==> src/rtl/ecc_rd_err_handler.sv <==
`default_nettype none
// ============================================================================
//  Module      : ecc_rd_err_handler
//  Description : Read-return stage behind the ECC decoder. Registers decoded
//                read data toward the host, flags uncorrectable words, keeps
//                saturating CE/UE counters and a first-error log, raises an
//                interrupt on UE and queues corrected words for scrub
//                write-back through a small FIFO.
//  Revision    : 1.0 - initial release
// ============================================================================
module ecc_rd_err_handler #(
  parameter int DATA_WIDTH  = 64,
  parameter int ADDR_WIDTH  = 32,
  parameter int SYND_WIDTH  = 8,
  parameter int CNT_WIDTH   = 16,
  parameter int SCRUB_DEPTH = 4,
  parameter bit SCRUB_EN    = 1'b1
) (
  input  logic                  clk,
  input  logic                  reset,
  // decoder side
  input  logic                  rd_valid,
  input  logic [ADDR_WIDTH-1:0] rd_addr,
  input  logic [DATA_WIDTH-1:0] dec_data,
  input  logic                  dec_single_err,
  input  logic                  dec_double_err,
  input  logic [SYND_WIDTH-1:0] dec_syndrome,
  // host read-return side
  output logic                  out_valid,
  output logic [DATA_WIDTH-1:0] out_data,
  output logic [ADDR_WIDTH-1:0] out_addr,
  output logic                  out_uncorr,
  // scrub write-back side
  output logic                  scrub_valid,
  input  logic                  scrub_ready,
  output logic [ADDR_WIDTH-1:0] scrub_addr,
  output logic [DATA_WIDTH-1:0] scrub_data,
  output logic                  scrub_ovf,
  // statistics and error log
  output logic [CNT_WIDTH-1:0]  ce_count,
  output logic [CNT_WIDTH-1:0]  ue_count,
  output logic                  log_valid,
  output logic                  log_is_ue,
  output logic [ADDR_WIDTH-1:0] log_addr,
  output logic [SYND_WIDTH-1:0] log_syndrome,
  output logic                  irq,
  input  logic                  clr_stats
);

  // --------------------------------------------------------------------------
  // Derived constants
  // --------------------------------------------------------------------------
  localparam int                 PTR_W   = (SCRUB_DEPTH > 1) ? $clog2(SCRUB_DEPTH) : 1;
  localparam int                 LVL_W   = $clog2(SCRUB_DEPTH + 1);
  localparam logic [CNT_WIDTH-1:0] CNT_MAX = {CNT_WIDTH{1'b1}};
  localparam logic [LVL_W-1:0]   LVL_FULL = LVL_W'(SCRUB_DEPTH);
  localparam logic [PTR_W-1:0]   PTR_ONE  = PTR_W'(1);
  localparam logic [LVL_W-1:0]   LVL_ONE  = LVL_W'(1);

  // --------------------------------------------------------------------------
  // Word classification: flags only mean something on a valid word, and a
  // double error dominates a simultaneous single-error flag.
  // --------------------------------------------------------------------------
  logic is_ue;
  logic is_ce;
  logic is_err;

  assign is_ue  = rd_valid & dec_double_err;
  assign is_ce  = rd_valid & dec_single_err & ~dec_double_err;
  assign is_err = is_ue | is_ce;

  // --------------------------------------------------------------------------
  // Read-return register: fixed one-cycle latency, payload holds when idle.
  // --------------------------------------------------------------------------
  always_ff @(posedge clk or posedge reset) begin
    if (reset) begin
      out_valid  <= 1'b0;
      out_data   <= '0;
      out_addr   <= '0;
      out_uncorr <= 1'b0;
    end else begin
      out_valid <= rd_valid;
      if (rd_valid) begin
        out_data   <= dec_data;
        out_addr   <= rd_addr;
        out_uncorr <= dec_double_err;
      end
    end
  end

  // --------------------------------------------------------------------------
  // Saturating error counters; a clear coincident with an event restarts at 1.
  // --------------------------------------------------------------------------
  always_ff @(posedge clk or posedge reset) begin
    if (reset) begin
      ce_count <= '0;
      ue_count <= '0;
    end else begin
      if (clr_stats) begin
        ce_count <= is_ce ? CNT_WIDTH'(1) : '0;
        ue_count <= is_ue ? CNT_WIDTH'(1) : '0;
      end else begin
        if (is_ce && (ce_count != CNT_MAX)) begin
          ce_count <= ce_count + CNT_WIDTH'(1);
        end
        if (is_ue && (ue_count != CNT_MAX)) begin
          ue_count <= ue_count + CNT_WIDTH'(1);
        end
      end
    end
  end

  // --------------------------------------------------------------------------
  // First-error log: an empty log takes any error, a CE entry may be upgraded
  // by a UE, a UE entry is final until cleared. A clear with a same-cycle
  // error leaves that error logged.
  // --------------------------------------------------------------------------
  logic log_take;

  assign log_take = is_err & (clr_stats | ~log_valid | (is_ue & ~log_is_ue));

  always_ff @(posedge clk or posedge reset) begin
    if (reset) begin
      log_valid    <= 1'b0;
      log_is_ue    <= 1'b0;
      log_addr     <= '0;
      log_syndrome <= '0;
    end else if (log_take) begin
      log_valid    <= 1'b1;
      log_is_ue    <= is_ue;
      log_addr     <= rd_addr;
      log_syndrome <= dec_syndrome;
    end else if (clr_stats) begin
      log_valid    <= 1'b0;
      log_is_ue    <= 1'b0;
      log_addr     <= '0;
      log_syndrome <= '0;
    end
  end

  // Interrupt is a pure level view of the log contents.
  assign irq = log_valid & log_is_ue;

  // --------------------------------------------------------------------------
  // Scrub FIFO control. A pop in the same cycle frees the slot for a push
  // that arrives while full; otherwise the push is dropped and flagged.
  // --------------------------------------------------------------------------
  logic [ADDR_WIDTH-1:0] addr_mem [SCRUB_DEPTH];
  logic [DATA_WIDTH-1:0] data_mem [SCRUB_DEPTH];
  logic [PTR_W-1:0]      wr_ptr;
  logic [PTR_W-1:0]      rd_ptr;
  logic [LVL_W-1:0]      fill_level;
  logic                  push_req;
  logic                  fifo_full;
  logic                  pop;
  logic                  push_ok;
  logic                  push_drop;

  assign push_req    = SCRUB_EN & is_ce;
  assign fifo_full   = (fill_level == LVL_FULL);
  assign scrub_valid = (fill_level != '0);
  assign pop         = scrub_valid & scrub_ready;
  assign push_ok     = push_req & (~fifo_full | pop);
  assign push_drop   = push_req & fifo_full & ~pop;

  // Head entry is presented straight from storage.
  assign scrub_addr = addr_mem[rd_ptr];
  assign scrub_data = data_mem[rd_ptr];

  // Storage and write pointer; cleared on reset so the head reads zero.
  always_ff @(posedge clk or posedge reset) begin
    if (reset) begin
      wr_ptr <= '0;
      for (int i = 0; i < SCRUB_DEPTH; i++) begin
        addr_mem[i] <= '0;
        data_mem[i] <= '0;
      end
    end else if (push_ok) begin
      addr_mem[wr_ptr] <= rd_addr;
      data_mem[wr_ptr] <= dec_data;
      wr_ptr           <= wr_ptr + PTR_ONE;
    end
  end

  // Read pointer and occupancy tracking.
  always_ff @(posedge clk or posedge reset) begin
    if (reset) begin
      rd_ptr     <= '0;
      fill_level <= '0;
    end else begin
      if (pop) begin
        rd_ptr <= rd_ptr + PTR_ONE;
      end
      case ({push_ok, pop})
        2'b10:   fill_level <= fill_level + LVL_ONE;
        2'b01:   fill_level <= fill_level - LVL_ONE;
        default: fill_level <= fill_level;
      endcase
    end
  end

  // Sticky overflow flag; a drop in the clearing cycle still sets it.
  always_ff @(posedge clk or posedge reset) begin
    if (reset) begin
      scrub_ovf <= 1'b0;
    end else if (push_drop) begin
      scrub_ovf <= 1'b1;
    end else if (clr_stats) begin
      scrub_ovf <= 1'b0;
    end
  end

endmodule
`default_nettype wire

==> config.mk <==
export PLATFORM = sky130hd
export DESIGN_NAME = ecc_rd_err_handler
export DESIGN_NICKNAME = d
export VERILOG_FILES = /design/src/rtl/ecc_rd_err_handler.sv
export SDC_FILE = /design/constraint.sdc
export NUM_CORES = 1
export LEC_CHECK = 0
export ABC_AREA = 1
export CAP_MARGIN = 30
export CORE_ASPECT_RATIO = 1.4
export CORE_UTILIZATION = 55
export DETAILED_ROUTE_END_ITERATION = 8
export PLACE_DENSITY = 0.81
export SLEW_MARGIN = 30
export SYNTH_ARGS = -nofsm -noshare
export SYNTH_HDL_FRONTEND = slang
export SYNTH_SLANG_ARGS = --single-unit
==> constraint.sdc <==
create_clock -name clk -period 23.4 [get_ports clk]
set_clock_uncertainty 0.05 [all_clocks]
set_input_delay 4.68 -clock clk [delete_from_list [all_inputs] [get_ports clk]]
set_output_delay 4.68 -clock clk [all_outputs]
set_load 0.01 [all_outputs]
* Yosys cells after proc, flatten, opt, wreduce, memory -nomap -nowiden
Cells that the tools add are included.
** Storage, ports and cells
- Bits in registers :: 564
- Word-level logic and storage cells :: 93
- Output and inout bits :: 271
** Cells by class
- Bitwise gates (word level) :: 21
- $add $sub $neg :: 6
- Equal/unequal tests :: 5
- Reductions and logical operators :: 9
- Mux-type cells :: 27
- Magnitude comparators :: 3
** Operator list (number)
- $bwmux 256 :: 1
- $mux 64 :: 3
- $mux 32 :: 5
- $bmux 64 s2 :: 1
- $bwmux 128 :: 1
- $demux 64 s2 :: 1
- $bmux 32 s2 :: 1
- $demux 32 s2 :: 1
- $mux 16 :: 4
- $add 16x1->16 const B :: 2
- $ne 16x16->1 const B :: 2
- $mux 8 :: 2
- $and 1x1->1 :: 10
- $reduce_bool 2->1 :: 5
- $ge 3x3->1 const B :: 2
- $mux 1 :: 6
- $not 2->3 :: 2
- $pmux 3 s2 :: 1
- $not 1->1 :: 5
- $add 2x1->2 const B :: 2
- $or 1x1->1 :: 4
- $add 3x1->3 const B :: 1
- $eq 3x3->1 const B :: 1
- $logic_and 1x1->1 :: 3
- other kinds (5) :: 5

* Logic depth before layout (Yosys ltp)
- Depth in word-level cells :: 6
- Gate-level depth with buffers :: 12

* Least setup slack after synthesis
Ideal clock, no wire load.
- Path kind :: register -> output
- Start :: reg rd_ptr[0]
- End :: out scrub_addr[20]
- Arrival :: 1.421 ns
- Stages on the path, launching flop included :: 7
- Path slack :: 17.249 ns
- Path buffers :: 3
- Cells stage by stage :: dfrtp_1 buf_2 inv_1 clkbuf_1 clkbuf_1 o21ai_0 o22ai_1
** On the way
- Cells in the longest elaborated chain, start to end :: 4
** RTL lines
- start: declaration :: line 151 : logic [PTR_W-1:0] rd_ptr;
- start signal: assignment :: line 192 : rd_ptr <= rd_ptr + PTR_ONE;
- $not 2->3 (implied by the code) :: line 167 : assign scrub_addr = addr_mem[rd_ptr];
- $bmux 32 s2 :: line 167
- $mux 32 (implied by the code) (2 in series) :: line 167
- end: declaration :: line 36 : output logic [ADDR_WIDTH-1:0] scrub_addr,
No other way between the ends. The select of a mux whose other input is x is not followed.

* Worst setup path in the final report
- Start :: reg rd_ptr[0]
- End :: out scrub_data[59]
** On the way
- Cells in the longest elaborated chain, start to end :: 4
** RTL lines
- $not 2->3 (implied by the code) :: line 168 : assign scrub_data = data_mem[rd_ptr];
- $bmux 64 s2 :: line 168
- $mux 64 (implied by the code) (2 in series) :: line 168
- end: declaration :: line 37 : output logic [DATA_WIDTH-1:0] scrub_data,
No other way between the ends. The select of a mux whose other input is x is not followed.

==> results.cfg <==
[outcome]
status = complete, no violations

[synth]
seq_area_frac_synth_pct = 55.7
async_reset_ff_share_pct = 100
synth_top_area_share_pct = 55.7
synthTopCellsByCount = 1,233 x nand2_1, 581 x o21ai_0, 564 x dfrtp_1, 243 x nor2_1, 178 x clkbuf_1
ys.flop_type = dfrtp_1
syn_inst = 3157
syn-num-nets = 3275
yosys.area.top_type = dfrtp_1
syn_area_um2 = 25300
yosys-top-cells-area = dfrtp_1 56%, nand2_1 18%, o21ai_0 11%
synth_cell_types = 25
yosysMostFrequentCell = nand2_1
ys_ff_latch = 564
ys_warn_count = 0
syn_avg_cell_area_um2 = 8.02
synth_edf_count = 0

[clock_tree]
hold_buffers = 0
post_cts_buffers = 0
cts_tree = done
cts.clk_slew.worst_paths_ns = 0.06
insertion_delay_ns = 0.59
cts-resized-gates = 0
cts-root-buf = clkbuf_16
htreeDepth = 2
clockBufferDepth = 3
numCtsBuffers = 53
clkSinkCount = 564

[critical_path]
path_class = register to primary output
rr_startpoint = wr_ptr[0]
crit_path_end_kind = primary output
crit_buf_inv = 4
cp.depth = 6
crit_chain = buf_12 -> inv_6 -> buf_6 -> o21ai_0 -> o22ai_1 -> clkdlybuf4s50_1
reg2reg_slack_ns = 20.01
critPathLaunchType = register
crit_fanout = 109
r2r_end = data_mem[80]
endpoint = scrub_data[59]
path_delay_family = buffers and inverters
cp_slowest_cell = buf_6
worstRegToRegCells = 8
cp_data_arrival_time_ns = 4.09
cp-startpoint = rd_ptr[0]
cp.required_ns = 18.67
cpPeakStageDelay_ns = 0.76

[routing]
vias_per_cell = 5.86
wire_per_inst_um = 19.7
drtAntennaViolNets = 0
maxUsedRoutingLayer = met5
met2_length_um = 39300
vias = 23700
firstDrtPassIters = 6
drt_iter0_markers = 2371
wl_met1_um = 28800
drt-total-wl_um = 79800
drc_errors = 0
wl_met3_um = 7330

[global_routing]
grt_max_degree = 193
grt_use_total_pct = 34.1
overflow = 0
antenna_found_initial = 3
grt_pass1_wl_um = 127000
grt_pass1_vias = 23900

[placed_design]
globalplace.congestion = 0.859
preCtsSetupSlack_ns = 14.80
port_buffers = 381
hpwl_um = 46100

[cells_and_area]
drive_gt1_share_pct = 4.26
area_growth_pct = 22.6
nets = 3511

[floorplanning]
dieWidth_um = 183
die_h_um = 256
initial_utilization_pct = 56.0
ios = 382
rows = 92
dieArea_um2 = 46900
coreArea_um2 = 45200

[pwr]
power_density_nw_per_um2 = 127
p_seq_share_pct = 38.1
switching_share_pct = 38.5
power.leakage_nw = 14.8
power_frac_comb_pct = 39.7
p_sw_mw = 1.52
intPower_mw = 2.42
max-vdd-ir-drop_v = 0.000132
clock_power_share_pct = 22.2

[timing]
slew_headroom_pct = 40.4
slew_violations = 0
worstMarginPinSlew_ns = 0.894
report.final.setup_viol = 0
worst_slack_ns = 14.58
fmax_mhz = 113
tns_ns = 0
fin_crit_ns = 8.82
hold_violations = 0
rsz0062_at_grt = no
min_period_over_period_pct = 37.7

[worst_hold_path]
worstHoldPathType = register to register

[flow_run]
maxCapViolations = 0
## cells by family after synthesis
kind of cell	count (synthesis)	synth area share [%]
compound gates	690	14.2
fa+ha+maj	7	0.375
xor+xnor	10	0.346
simple gates	1619	24.9
flops	564	55.7
buf+inv	267	4.44
## how the worst min path moves through the flow
stage / from / end / cells past startpoint
after floorplan: data_mem[169] / data_mem[169] / 2
after global placement: out_data[0] / out_data[0] / 2
after detailed placement: out_data[33] / out_data[33] / 2
after CTS: out_data[46] / out_data[46] / 2
after global routing: out_data[28] / out_data[28] / 2
final: out_data[33] / out_data[33] / 2
## metal layers
| layer | GRT usage, % | up-vias |
|---|---|---|
| li1 | - | 10700 |
| met1 | 41.8 | 11500 |
| met2 | 56.6 | 1258 |
| met3 | 6.82 | 246 |
| met4 | 18.3 | 4 |
| met5 | 0 | - |
## registers in the layout (all words and copies together) (netlist names)
register	flops
log_syndrome	8
out_data	64
rd_ptr	2
wr_ptr	2
addr_mem	128
log_addr	32
log_valid	1
scrub_ovf	1
log_is_ue	1
ue_count	16
ce_count	16
fill_level	3
out_valid	1
out_addr	32
out_uncorr	1
data_mem	256
## worst min-delay path: stages (launching register included)
cell and delay (ns):
dfrtp_1 0.34, nand2_1 0.05, nand2_1 0.05
## final cells by class
| type | instances | area, µm² |
|---|---|---|
| fill | 3579 | 14200 |
| sequential | 564 | 14100 |
| multi-input combinational | 2326 | 10100 |
| timing repair buffer | 411 | 4120 |
| clock buffer | 75 | 1580 |
| tap | 611 | 764 |
| inverter | 37 | 168 |
| clock inverter | 16 | 161 |
| antenna | 2 | 5.00 |
## cell usage in the layout, fill, tap and decap left out, types with 3 or more instances in the layout
cell type and count:
nand2_1 1232, o21ai_0 581, dfrtp_1 562, clkdlybuf4s50_1 380, nor2_1 241, nand3_1 101
o22ai_1 96, clkbuf_16 53, nand4_1 30, inv_1 26, buf_4 19, clkbuf_8 17
clkinv_2 16, xor2_1 10, buf_6 9, o21bai_1 6, ha_1 6, nor2_4 5
a21oi_1 5, clkbuf_1 5, nor2_2 4, inv_2 3, or2_2 3, inv_6 3
bufinv_16 3
## stage by stage
step                      utilization, %  total power, mW  hold slack [ns]  area [µm²]  std cells
after floorplan                        -             2.29            0.409       25300       3157
after CTS                           68.5             3.92            0.423       31000       4038
after detailed placement            64.6             3.04            0.407       29200       3947
after global placement              64.6             2.97            0.403       29200       3947
final                               68.6             3.93            0.420       31100       4042
after global routing                68.6             4.15            0.441       31100       4041
## power by group through the flow
stage          Clock [mW]  Combinational (mW)  Sequential (mW)
2_1_floorplan           0               0.841             1.45
3_3_place_gp            0                1.47             1.50
3_5_place_dp            0                1.52             1.52
4_1_cts             0.879                1.53             1.51
5_1_grt             0.917                1.70             1.54
6_report            0.874                1.56             1.50
(Power assumes the default switching activity.)
